<file path="src/rtl/writeback_stage.sv">
// MEM/WB pipeline register and write-back stage: selects the write-back value,
// drives the register-file write port once per instruction, and provides forwarding.
module writeback_stage #(
  parameter int W  = 16,
  parameter int RA = 3
) (
  input  logic              clk,
  input  logic              rst,
  input  logic [3*W+2:0]    data_in,
  input  logic [RA-1:0]     rdst_in,
  input  logic              valid_in,
  input  logic              stall,
  input  logic              flush,
  output logic              rf_we,
  output logic [RA-1:0]     rf_waddr,
  output logic [W-1:0]      rf_wdata,
  output logic              fwd_valid,
  output logic [RA-1:0]     fwd_addr,
  output logic [W-1:0]      fwd_data,
  output logic [15:0]       retired,
  output logic              sel_err
);

  logic [2:0]    wb_q, wb_d;
  logic [W-1:0]  imm_q, imm_d;
  logic [W-1:0]  alu_q, alu_d;
  logic [W-1:0]  mem_q, mem_d;
  logic [RA-1:0] rdst_q, rdst_d;
  logic          valid_q, valid_d;
  logic          fresh_q, fresh_d;
  logic [15:0]   retired_q, retired_d;
  logic          sel_err_q, sel_err_d;

  logic          sel_legal;
  logic          retire;
  logic [W-1:0]  wbv;

  assign sel_legal = (wb_q[1:0] != 2'b11);
  // fresh_q marks the first cycle an instruction occupies the register, so a stall never rewrites.
  assign retire    = valid_q & fresh_q;

  always_comb begin
    wbv = '0;
    unique case (wb_q[1:0])
      2'b00:   wbv = alu_q;
      2'b01:   wbv = mem_q;
      2'b10:   wbv = imm_q;
      default: wbv = '0;
    endcase
  end

  always_comb begin
    wb_d      = wb_q;
    imm_d     = imm_q;
    alu_d     = alu_q;
    mem_d     = mem_q;
    rdst_d    = rdst_q;
    valid_d   = valid_q;
    fresh_d   = 1'b0;
    retired_d = retired_q + {15'd0, retire};
    sel_err_d = sel_err_q | (retire & wb_q[2] & ~sel_legal);
    if (flush) begin
      valid_d = 1'b0;
    end else if (!stall) begin
      wb_d    = data_in[3*W+2:3*W];
      imm_d   = data_in[3*W-1:2*W];
      alu_d   = data_in[2*W-1:W];
      mem_d   = data_in[W-1:0];
      rdst_d  = rdst_in;
      valid_d = valid_in;
      fresh_d = valid_in;
    end
  end

  always_ff @(posedge clk or negedge rst) begin
    if (!rst) begin
      wb_q      <= '0;
      imm_q     <= '0;
      alu_q     <= '0;
      mem_q     <= '0;
      rdst_q    <= '0;
      valid_q   <= 1'b0;
      fresh_q   <= 1'b0;
      retired_q <= '0;
      sel_err_q <= 1'b0;
    end else begin
      wb_q      <= wb_d;
      imm_q     <= imm_d;
      alu_q     <= alu_d;
      mem_q     <= mem_d;
      rdst_q    <= rdst_d;
      valid_q   <= valid_d;
      fresh_q   <= fresh_d;
      retired_q <= retired_d;
      sel_err_q <= sel_err_d;
    end
  end

  assign rf_we     = retire & wb_q[2] & sel_legal;
  assign rf_waddr  = rdst_q;
  assign rf_wdata  = wbv;
  assign fwd_valid = valid_q & wb_q[2] & sel_legal;
  assign fwd_addr  = rdst_q;
  assign fwd_data  = wbv;
  assign retired   = retired_q;
  assign sel_err   = sel_err_q;

endmodule

</file>
<file path="config.mk">
export PLATFORM = sky130hd
export DESIGN_NAME = writeback_stage
export DESIGN_NICKNAME = d
export VERILOG_FILES = /design/src/rtl/writeback_stage.sv
export SDC_FILE = /design/constraint.sdc
export NUM_CORES = 1
export LEC_CHECK = 0
export CORE_AREA = 2 2 95 97
export CTS_CLUSTER_SIZE = 16
export DETAILED_ROUTE_END_ITERATION = 12
export DIE_AREA = 0 0 97 99
export DONT_BUFFER_PORTS = 1
export GPL_TIMING_DRIVEN = 0
export MAX_ROUTING_LAYER = met4
export REMOVE_ABC_BUFFERS = 1
export SYNTH_ARGS = -nofsm -noshare
export SYNTH_HDL_FRONTEND = slang
export SYNTH_SLANG_ARGS = --single-unit
</file>
<file path="constraint.sdc">
create_clock -name clk -period 3.8 [get_ports clk]
set_input_delay 0.57 -clock clk [delete_from_list [all_inputs] [get_ports clk]]
set_output_delay 0.57 -clock clk [all_outputs]
set_load 0.01 [all_outputs]
</file>
Word level (Yosys, flattened, before mapping)

Cells that the tools add are included.

$add $sub $neg: 1
Equality and inequality tests: 4
Mux-type cells: 5
Bitwise operators: 10
Reduce and logical (&&, ||, !) cells: 2

Operators by type and width:

| operator                                            | count |
|---|---|
| case mux 16 bit (3 select lines)                    | 1 |
| adder 16 x 1 -> 16 bit                              | 1 |
| AND 1 bit                                           | 6 |
| two-way mux 1 bit                                   | 4 |
| NOT 1 bit                                           | 3 |
| equality test 2 x 1 -> 1 bit, second input constant | 1 |
| equality test 2 bit, second input constant          | 1 |
| zero test 2 bit                                     | 1 |
| != test 2 x 1 -> 1 bit, second input constant       | 1 |
| != test 2 bit, second input constant                | 1 |
| AND reduction 2 bit                                 | 1 |
| bitwise OR 1 bit                                    | 1 |

Register bits: 73
Input port bits: 59
Word-level logic and storage cells: 31

Logic depth before layout (Yosys ltp)

Gate-level depths: netlist (run 1).

Depth in word-level cells: 4
Gate-level depth with buffers: 6

Worst setup path after synthesis (run 1)

No wires, ideal clock.

Kind: register to output
From: register wb_q[0]
To: output rf_wdata[0]
Arrival: 1357 ps
Setup slack: 1873 ps
Cell stages (with the launch flop): 6
Buffers on the path: 3
Cells stage by stage: dfrtp_1 -> buf_4 -> buf_4 -> mux2i_1 -> o21ai_0 -> buf_4

Longest elaborated chain between the ends: 2

Ends and longest elaborated chain:

| what                                        | RTL line | text |
|---|---|---|
| from (decl)                                 | 24       | `logic [2:0] wb_q, wb_d;` |
| from (signal assigned)                      | 87       | `wb_q <= wb_d;` |
| equality test 2 bit (tied with other cells) | 44       | `unique case (wb_q[1:0])` |
| case mux 16 bit (3 select lines) (*)        | 44       |  |
| to (decl)                                   | 16       | `output logic [W-1:0] rf_wdata,` |

Mark *: on every way between the ends. The rest lies on a longest branch, timed or not.

Worst setup path in the final report (run 1)

From: register wb_q[0]
To: output rf_wdata[11]

Same word-level chain as after synthesis.

==> impl_results.md, run 1 <==
- Run status: completed
- Starting DRC count in detailed routing: 61
- Later-pin clock latency in the skew report: 340 ps
- Sequential share of the synthesized area: 55.1%
- Finished Layout Cells: 356
- Count of state elements after synthesis: 73
- Cells along the critical path: nor2b_2, nand2_1, o21ai_1
- Worst Hold Slack: 109 ps
- Transition time at the pin with the least slew margin: 1130 ps
- Clock tree skew after final layout: 2.73 ps
- Share of synthesized registers carrying an async set or reset: 100%
- Power Density: 555 nW/um^2
- Global-route wire length before repair: 10,000 um
- Largest driver fanout on the critical path: 20
- Gpl congestion: 0.813
- Headroom to the max-slew limit: 24.9%
- Number of synthesized flops with an enable pin: 0
- Number of primary I/O pins: 116
- FF-to-FF setup slack: 2310 ps
- Layout cell share with drive strength beyond 1: 30.2%
- CP Buf/Inv Count: 0
- Sink count of the clock tree: 73
- Final design utilization: 41.5%
- Height of the chip: 99 um
- Reg2Reg Capture Point: retired[14]
- Die X: 97 um
- Largest net degree at the start of global routing: 74
- Final critical delay including setup and external delays: 3010 ps
- TritonCTS clock tree: done
- Number of buffers inserted during clock tree synthesis: 9
- Synth Warn #: 0
- I/O Buffers: 0
- Post-synthesis instance area: 3320 sq um
- Initial Utilization: 38.8%
- Class of the worst hold path: primary input to async pin
- Final number of hold-violating endpoints: 0
- Kind of start point of the critical path: flop
- Tot Pwr: 1.97 mW
- Post-detailed-route wirelength per cell: 17.5 um
- Origin of the critical flop-to-flop path: retired[0]
- Worst-path clk slew: 80 ps
- Row cnt: 34
- Congestion Overflow GR: 0
- Largest cells by area after synthesis: sky130_fd_sc_hd__dfrtp_1, sky130_fd_sc_hd__mux2_2, sky130_fd_sc_hd__mux2i_1, sky130_fd_sc_hd__buf_4, sky130_fd_sc_hd__nand2_1
- Die area: 9600 sq um
- Nets: 304
- Largest delay share family, worst path: simple AND/OR/NAND/NOR gates
- Post-place instance area: 3270 sq um
- Top achievable clock speed: 332 MHz
- Max clock buf depth: 2
- Worst r2r path cells: 6
- Drt total wl: 6220 um
- Worst path max stage delay: 820 ps
- Instance count after placement with tap cells included: 339
- Synth Instances: 260
- Remaining routing DRC violations: 0
- Pre-Repair DR Iteration Count: 4
- Post-layout worst setup margin: 789 ps
- Nature of the critical path endpoint: output port
- Setup repair after global routing missed its margin: no
- Post-route cell area: 3550 sq um
- Data arrival time at the worst-slack endpoint: 2440 ps
- Number of nets still failing antenna checks after routing: 0
- Peak supply drop: 0.198 mV
- Final Slew Violations: 0
- CTS HTree Levels: 3
- Vias in the first global route: 1,957
- Post-CTS setup buffer count: 0
- Worst slack at placement: 598 ps
- Max-cap violations: 0
- Per-cell via count in the routed design: 5.22
- Via count of the routed design: 1,857
- Cell leakage power: 1.56 nW
- Final-layout setup total negative slack: 0 ps
- Clock root buffer: sky130_fd_sc_hd__clkbuf_8
- Critical path's slowest cell: sky130_fd_sc_hd__nor2b_2
- Synth-to-Final Area Change: 6.94%
- Area share of the leading cell type in the synthesized netlist: 55.1%
- Setup Crit Path Kind: flop to output port
- Number of antenna violations at the first check in global routing: 0
- Overall track demand over capacity in global routing: 14.0%
- Yosys top cell by area: sky130_fd_sc_hd__dfrtp_1
- Post-route fraction of the period consumed by the critical path: 79.2%
- Antenna diode instance count: 0
- Critical path required time: 3230 ps
- Core Region: 8550 sq um
- Avg Cell Area, Syn: 12.8 sq um
- Filler instances: 798
- Unique masters post-synth: 27
- Dpl hpwl: 4110 um
- Post-synth top flop: sky130_fd_sc_hd__dfrtp_1
- Final count of negative-setup-slack endpoints: 0
[placed cells by master (no fill, tap or decap), types with 2 or more instances in the layout]
cell                         n
sky130_fd_sc_hd__dfrtp_1    73
sky130_fd_sc_hd__mux2_2     51
sky130_fd_sc_hd__nand2_1    21
sky130_fd_sc_hd__mux2i_1    17
sky130_fd_sc_hd__o21ai_0    15
sky130_fd_sc_hd__clkbuf_8   10
sky130_fd_sc_hd__nor2_1      8
sky130_fd_sc_hd__nand3_1     7
sky130_fd_sc_hd__xnor2_1     7
sky130_fd_sc_hd__xor2_1      7
sky130_fd_sc_hd__and3_1      4
sky130_fd_sc_hd__mux2_1      3
sky130_fd_sc_hd__bufinv_16   3
sky130_fd_sc_hd__inv_1       2
sky130_fd_sc_hd__nand4_1     2
sky130_fd_sc_hd__and2_1      2
sky130_fd_sc_hd__ha_1        2
[cells by family (layout without fill, tap and decap cells)]
kind of cell | after synthesis | in the layout | synth area share [%]
AO/OA/AOI/OAI | 17 | 17 | 2.72
XOR/XNOR | 14 | 14 | 3.70
adder cells (fa/ha/maj) | 2 | 2 | 0.754
buffers and inverters | 32 | 20 | 6.22
flip-flops | 73 | 73 | 55.1
multiplexers | 71 | 71 | 23.5
AND/OR/NAND/NOR | 51 | 51 | 8.07
[Yosys cell counts, types with 3 or more instances]
master and count:
sky130_fd_sc_hd__dfrtp_1 73, sky130_fd_sc_hd__mux2_2 51, sky130_fd_sc_hd__buf_4 21, sky130_fd_sc_hd__nand2_1 21, sky130_fd_sc_hd__mux2i_1 17, sky130_fd_sc_hd__o21ai_0 15
sky130_fd_sc_hd__nor2_1 8, sky130_fd_sc_hd__nand3_1 7, sky130_fd_sc_hd__xnor2_1 7, sky130_fd_sc_hd__xor2_1 7, sky130_fd_sc_hd__buf_2 6, sky130_fd_sc_hd__and3_1 4
sky130_fd_sc_hd__clkbuf_1 3, sky130_fd_sc_hd__mux2_1 3
[area by class of cell]
type	count	area [sq um]	area share, %
tap	108	135	3.81
clock buffer	11	141	3.99
inverter	2	7.51	0.212
clock inverter	5	103	2.89
sequential	73	1830	51.5
multi-input combinational	155	1290	36.3
timing repair buffer	2	47.5	1.34
[timing repair]
action                                 CTS  global route
endpoints found under the hold margin   73             0
gates resized for setup                  0             0
hold buffers                             1             0
[power by group]
group / total (mW) / internal [mW] / leakage (nW) / switching [mW]
Sequential: 0.972 / 0.875 / 0.895 / 0.0965
Clock: 0.733 / 0.453 / 0.120 / 0.280
Combinational: 0.264 / 0.118 / 0.548 / 0.146
Total: 1.97 / 1.45 / 1.56 / 0.522
[sequential cells by signal, indices dropped and copies added, names as in the netlist]
| name | count |
|---|---|
| fresh_q | 1 |
| wb_q | 3 |
| valid_q | 1 |
| retired | 16 |
| imm_q | 16 |
| fwd_addr | 3 |
| mem_q | 16 |
| alu_q | 16 |
| sel_err | 1 |
[layer usage]
| layer | GRT usage [%] | wire [um] |
|---|---|---|
| met4 | 5.53 | 78 |
| met2 | 21.4 | 2940 |
| met3 | 5.82 | 457 |
| met1 | 16.5 | 2740 |
| met5 | - | 0 |
[how the worst max path moves through the flow]
| stage | from | to | slack, ps | depth (start not counted) |
|---|---|---|---|---|
| after floorplan | wb_q[0] | fwd_data[0] | 1560 | 3 |
| after global placement | wb_q[0] | rf_wdata[11] | 570 | 3 |
| after detailed placement | wb_q[0] | rf_wdata[11] | 600 | 3 |
| after CTS | wb_q[0] | rf_wdata[11] | 210 | 3 |
| after global routing | wb_q[0] | fwd_data[11] | 540 | 3 |
| final | wb_q[0] | rf_wdata[11] | 790 | 3 |
Note: power is estimated with default switching activity, not from simulation.
==> inputs of run 2 (changes only) <==
- clock period: 3.8 -> 2.9 ns (I/O delays scaled with it)
==> impl_results.md, run 2 (synthesis results as in run 1) <==
- Height of the chip: 99 um
- Max-cap violations: 0
- Per-cell via count in the routed design: 5.20
- Top achievable clock speed: 390 MHz
- Final Slew Violations: 0
- Overall track demand over capacity in global routing: 14.0%
- Filler instances: 798
- Worst r2r path cells: 6
- CTS HTree Levels: 3
- Post-route cell area: 3560 sq um
- Clock root buffer: sky130_fd_sc_hd__clkbuf_8
- Cell leakage power: 1.57 nW
- Reg2Reg Capture Point: retired[14]
- Hold_sp: flush
- Worst-path clk slew: 80 ps
- Largest delay share family, worst path: flip-flops
- Number of primary I/O pins: 116
- Critical path required time: 2470 ps
- Kind of start point of the critical path: flop
- Tot Pwr: 2.58 mW
- Die area: 9600 sq um
- Number of cells on the critical path: 3
- Run status: completed
- Core Region: 8550 sq um
- Number of antenna violations at the first check in global routing: 0
- Setup repair after global routing missed its margin: no
- Layout cell share with drive strength beyond 1: 30.5%
- Antenna diode instance count: 0
- Largest net degree at the start of global routing: 74
- Transition time at the pin with the least slew margin: 821 ps
- Sink count of the clock tree: 73
- Power Density: 725 nW/um^2
- Largest driver fanout on the critical path: 20
- Dpl hpwl: 4110 um
- FF-to-FF setup slack: 1400 ps
- Row cnt: 34
- Vias in the first global route: 1,978
- Post-route fraction of the period consumed by the critical path: 88.5%
- Drt total wl: 6220 um
- Remaining routing DRC violations: 0
- Data arrival time at the worst-slack endpoint: 2130 ps
- CP Buf/Inv Count: 0
- Starting DRC count in detailed routing: 57
- I/O Buffers: 0
- Min-Delay Path Depth: 1
- Leading cell type in the layout, fill and taps excluded: sky130_fd_sc_hd__dfrtp_1
- Class of the worst hold path: primary input to flop
- Final number of hold-violating endpoints: 0
- Final critical delay including setup and external delays: 2570 ps
- TritonCTS clock tree: done
- Origin of the critical flop-to-flop path: retired[0]
- Initial Utilization: 38.8%
- Cells along the critical path: nor2b_4, nand2_1, o21ai_0
- Die X: 97 um
- Number of nets still failing antenna checks after routing: 0
- Clock tree skew after final layout: 2.74 ps
- Instance count after placement with tap cells included: 339
- Number of buffers inserted during clock tree synthesis: 9
- Post-detailed-route wirelength per cell: 17.4 um
- Post-place instance area: 3270 sq um
- Nets: 305
- Via count of the routed design: 1,858
- Post-CTS setup buffer count: 0
- Leading cell types in the layout, fill and taps excluded: sky130_fd_sc_hd__dfrtp_1, sky130_fd_sc_hd__mux2_2, sky130_fd_sc_hd__nand2_1
- Congestion Overflow GR: 0
- Headroom to the max-slew limit: 44.7%
- Finished Layout Cells: 357
- Gpl congestion: 0.813
- Nature of the critical path endpoint: output port
- Pre-Repair DR Iteration Count: 4
- Later-pin clock latency in the skew report: 340 ps
- Critical path's slowest cell: sky130_fd_sc_hd__dfrtp_1
- Global-route wire length before repair: 10,100 um
- Synth-to-Final Area Change: 7.43%
- Final count of negative-setup-slack endpoints: 0
- Peak supply drop: 0.259 mV
- Max clock buf depth: 2
- Setup Crit Path Kind: flop to output port
- Worst path max stage delay: 800 ps
- End of the worst hold path: valid_q
## run 2: layer usage
layer	vias up	track usage, %	wire length, um
met5	-	-	0
li1	845	-	-
met4	0	5.53	78
met1	927	16.7	2790
met2	77	21.7	2950
met3	9	5.18	400
## run 2: worst max path at each step
stage / start / endpoint / slack (ps)
floorplan: wb_q[0] / fwd_data[0] / 790
global placement: wb_q[0] / rf_wdata[11] / -200
detailed placement: wb_q[0] / rf_wdata[11] / -170
CTS: wb_q[0] / fwd_data[13] / 40
global route: wb_q[1] / rf_wdata[13] / 110
finish: wb_q[1] / fwd_data[13] / 330
## run 2: cell type report
class	instances	area, sq um	share of cell area (%)
clock buffer	11	141	3.97
inverter	2	7.51	0.211
timing repair buffer	3	57.6	1.62
sequential	73	1830	51.3
multi-input combinational	155	1290	36.2
tap	108	135	3.79
clock inverter	5	103	2.88
## run 2: worst reg2reg max path: stages (launching register included)
cell and delay (ps):
sky130_fd_sc_hd__dfrtp_1 440, sky130_fd_sc_hd__nand3_1 170, sky130_fd_sc_hd__inv_1 90, sky130_fd_sc_hd__ha_1 210, sky130_fd_sc_hd__nand3_2 170, sky130_fd_sc_hd__nor3_2 190, sky130_fd_sc_hd__xor2_1 160
## run 2: power by group
part / internal (mW) / switching, mW / total, mW
combinational: 0.155 / 0.192 / 0.348
clock: 0.594 / 0.366 / 0.960
sequential: 1.15 / 0.127 / 1.27
## run 2: metrics by stage
| step | hold WS (ps) | worst slack, ps | util, % | TNS (ps) |
|---|---|---|---|---|
| 4_1_cts | 132 | 41.3 | 41.7 | 0 |
| 5_1_grt | 120 | 114 | 41.7 | 0 |
| 3_3_place_gp | 142 | -196 | 38.0 | -3340 |
| 2_1_floorplan | 139 | 792 | - | 0 |
| 3_5_place_dp | 141 | -167 | 38.3 | -2680 |
| 6_report | 149 | 333 | 41.7 | 0 |
## run 2: timing repair
item	in CTS	in global routing
resized for setup	2	1
setup endpoints to repair	32	8
endpoints found under the hold margin	73	0
hold buffers	2	0
==> inputs of run 3 (changes only) <==
- CAP_MARGIN: not set -> 20
==> impl_results.md, run 3 (synthesis results as in run 1) <==
- Run status: completed
- Layout cell share with drive strength beyond 1: 31.1%
- Die X: 97 um
- I/O Buffers: 0
- TritonCTS clock tree: done
- Worst Hold Slack: 162 ps
- Antenna diode instance count: 0
- Transition time at the pin with the least slew margin: 825 ps
- Worst path max stage delay: 800 ps
- Peak supply drop: 0.306 mV
- Max clock buf depth: 2
- Combined flip-flop and latch cell area: 1830 sq um
- Class of the worst hold path: primary input to flop
- Nets: 307
- Height of the chip: 99 um
- Starting DRC count in detailed routing: 49
- Power Density: 707 nW/um^2
- Worst slack at placement: 297 ps
- Number of nets still failing antenna checks after routing: 0
- Gpl congestion: 0.813
- Number of buffers inserted during clock tree synthesis: 9
- Initial Utilization: 38.8%
- Number of primary I/O pins: 116
- Instance count after placement with tap cells included: 340
- Drt total wl: 6220 um
- Cell leakage power: 1.58 nW
- FF-to-FF setup slack: 1410 ps
- Kind of start point of the critical path: flop
- Synth-to-Final Area Change: 7.96%
- Via count of the routed design: 1,835
- Sink count of the clock tree: 73
- Die area: 9600 sq um
- Dpl hpwl: 4140 um
- Clock tree skew after final layout: 1.62 ps
- Row cnt: 34
- Final critical delay including setup and external delays: 2650 ps
- Congestion Overflow GR: 0
- Max-cap violations: 0
- Filler instances: 799
- Leading cell types in the layout, fill and taps excluded: sky130_fd_sc_hd__dfrtp_1, sky130_fd_sc_hd__mux2_2, sky130_fd_sc_hd__nand2_1
- End of the worst hold path: valid_q
- Final Slew Violations: 0
- CTS HTree Levels: 3
- Number of antenna violations at the first check in global routing: 0
- Post-route fraction of the period consumed by the critical path: 91.5%
- Post-detailed-route wirelength per cell: 17.3 um
- Critical path required time: 2470 ps
- Setup repair after global routing missed its margin: no
- Later-pin clock latency in the skew report: 340 ps
- Largest net degree at the start of global routing: 74
- Post-route cell area: 3580 sq um
- Tot Pwr: 2.53 mW
- Final-layout setup total negative slack: 0 ps
- Post-layout worst setup margin: 246 ps
- Leading cell type in the layout, fill and taps excluded: sky130_fd_sc_hd__dfrtp_1
- Global-route wire length before repair: 9910 um
- Clock root buffer: sky130_fd_sc_hd__clkbuf_8
- Per-cell via count in the routed design: 5.11
- Final number of hold-violating endpoints: 0
- Data arrival time at the worst-slack endpoint: 2220 ps
- Setup Crit Path Kind: flop to output port
- Multi-input combinational cell area: 1290 sq um
- Critical path's slowest cell: sky130_fd_sc_hd__dfrtp_1
- Final design utilization: 41.9%
- Finished Layout Cells: 359
- Hold_sp: flush
- Worst-path clk slew: 70 ps
- Worst r2r path cells: 6
- Cells along the critical path: nor2b_2, buf_6, nand2_1, o21ai_1
- Overall track demand over capacity in global routing: 13.8%
- Nature of the critical path endpoint: output port
- Final count of negative-setup-slack endpoints: 0
- Min-Delay Path Depth: 1
- Vias in the first global route: 1,945
- Top achievable clock speed: 377 MHz
- Remaining routing DRC violations: 0
- Core Region: 8550 sq um
- Largest driver fanout on the critical path: 20
- Origin of the critical flop-to-flop path: retired[0]
- Post-place instance area: 3280 sq um
- Headroom to the max-slew limit: 44.4%
- Reg2Reg Capture Point: retired[14]
- Pre-Repair DR Iteration Count: 4
-- run 3: how the worst max path moves through the flow --
stage,from,endpoint,depth (start not counted)
final,wb_q[1],rf_wdata[11],4
after detailed placement,wb_q[0],rf_wdata[11],4
after global placement,wb_q[0],rf_wdata[11],3
after CTS,wb_q[0],fwd_data[13],2
after global routing,wb_q[1],fwd_data[11],4
after floorplan,wb_q[0],fwd_data[0],3
-- run 3: area by class of cell --
type | count | share of cell area (%)
tap | 108 | 3.77
clock inverter | 5 | 2.17
timing repair buffer | 5 | 2.69
multi-input combinational | 155 | 35.9
clock buffer | 11 | 4.23
sequential | 73 | 51.0
inverter | 2 | 0.210
-- run 3: power by group --
part | internal, mW | switching (mW) | total (mW)
registers | 1.15 | 0.115 | 1.26
logic | 0.168 | 0.207 | 0.375
clock network | 0.528 | 0.366 | 0.894
total | 1.84 | 0.689 | 2.53
-- run 3: worst max-delay path: cells and delay by family, from the launching register on --
family          cells  cell delay [ps]
simple gates        2              580
flops               1              800
buf+inv             1              210
compound gates      1              290
-- run 3: routing by layer --
layer	track usage, %	vias up	wire (um)	share of wire, %
met2	21.4	74	2950	47
li1	-	856	-	-
met3	4.82	6	402	6.5
met1	16.8	899	2810	45
met4	5.20	0	61	0.98
met5	-	-	0	0
-- run 3: timing repair --
item	4_1_cts	5_1_grt
setup endpoints to repair	18	0
resized for setup	1	0
setup buffers	0	0
hold buffers	2	0
endpoints found under the hold margin	73	0
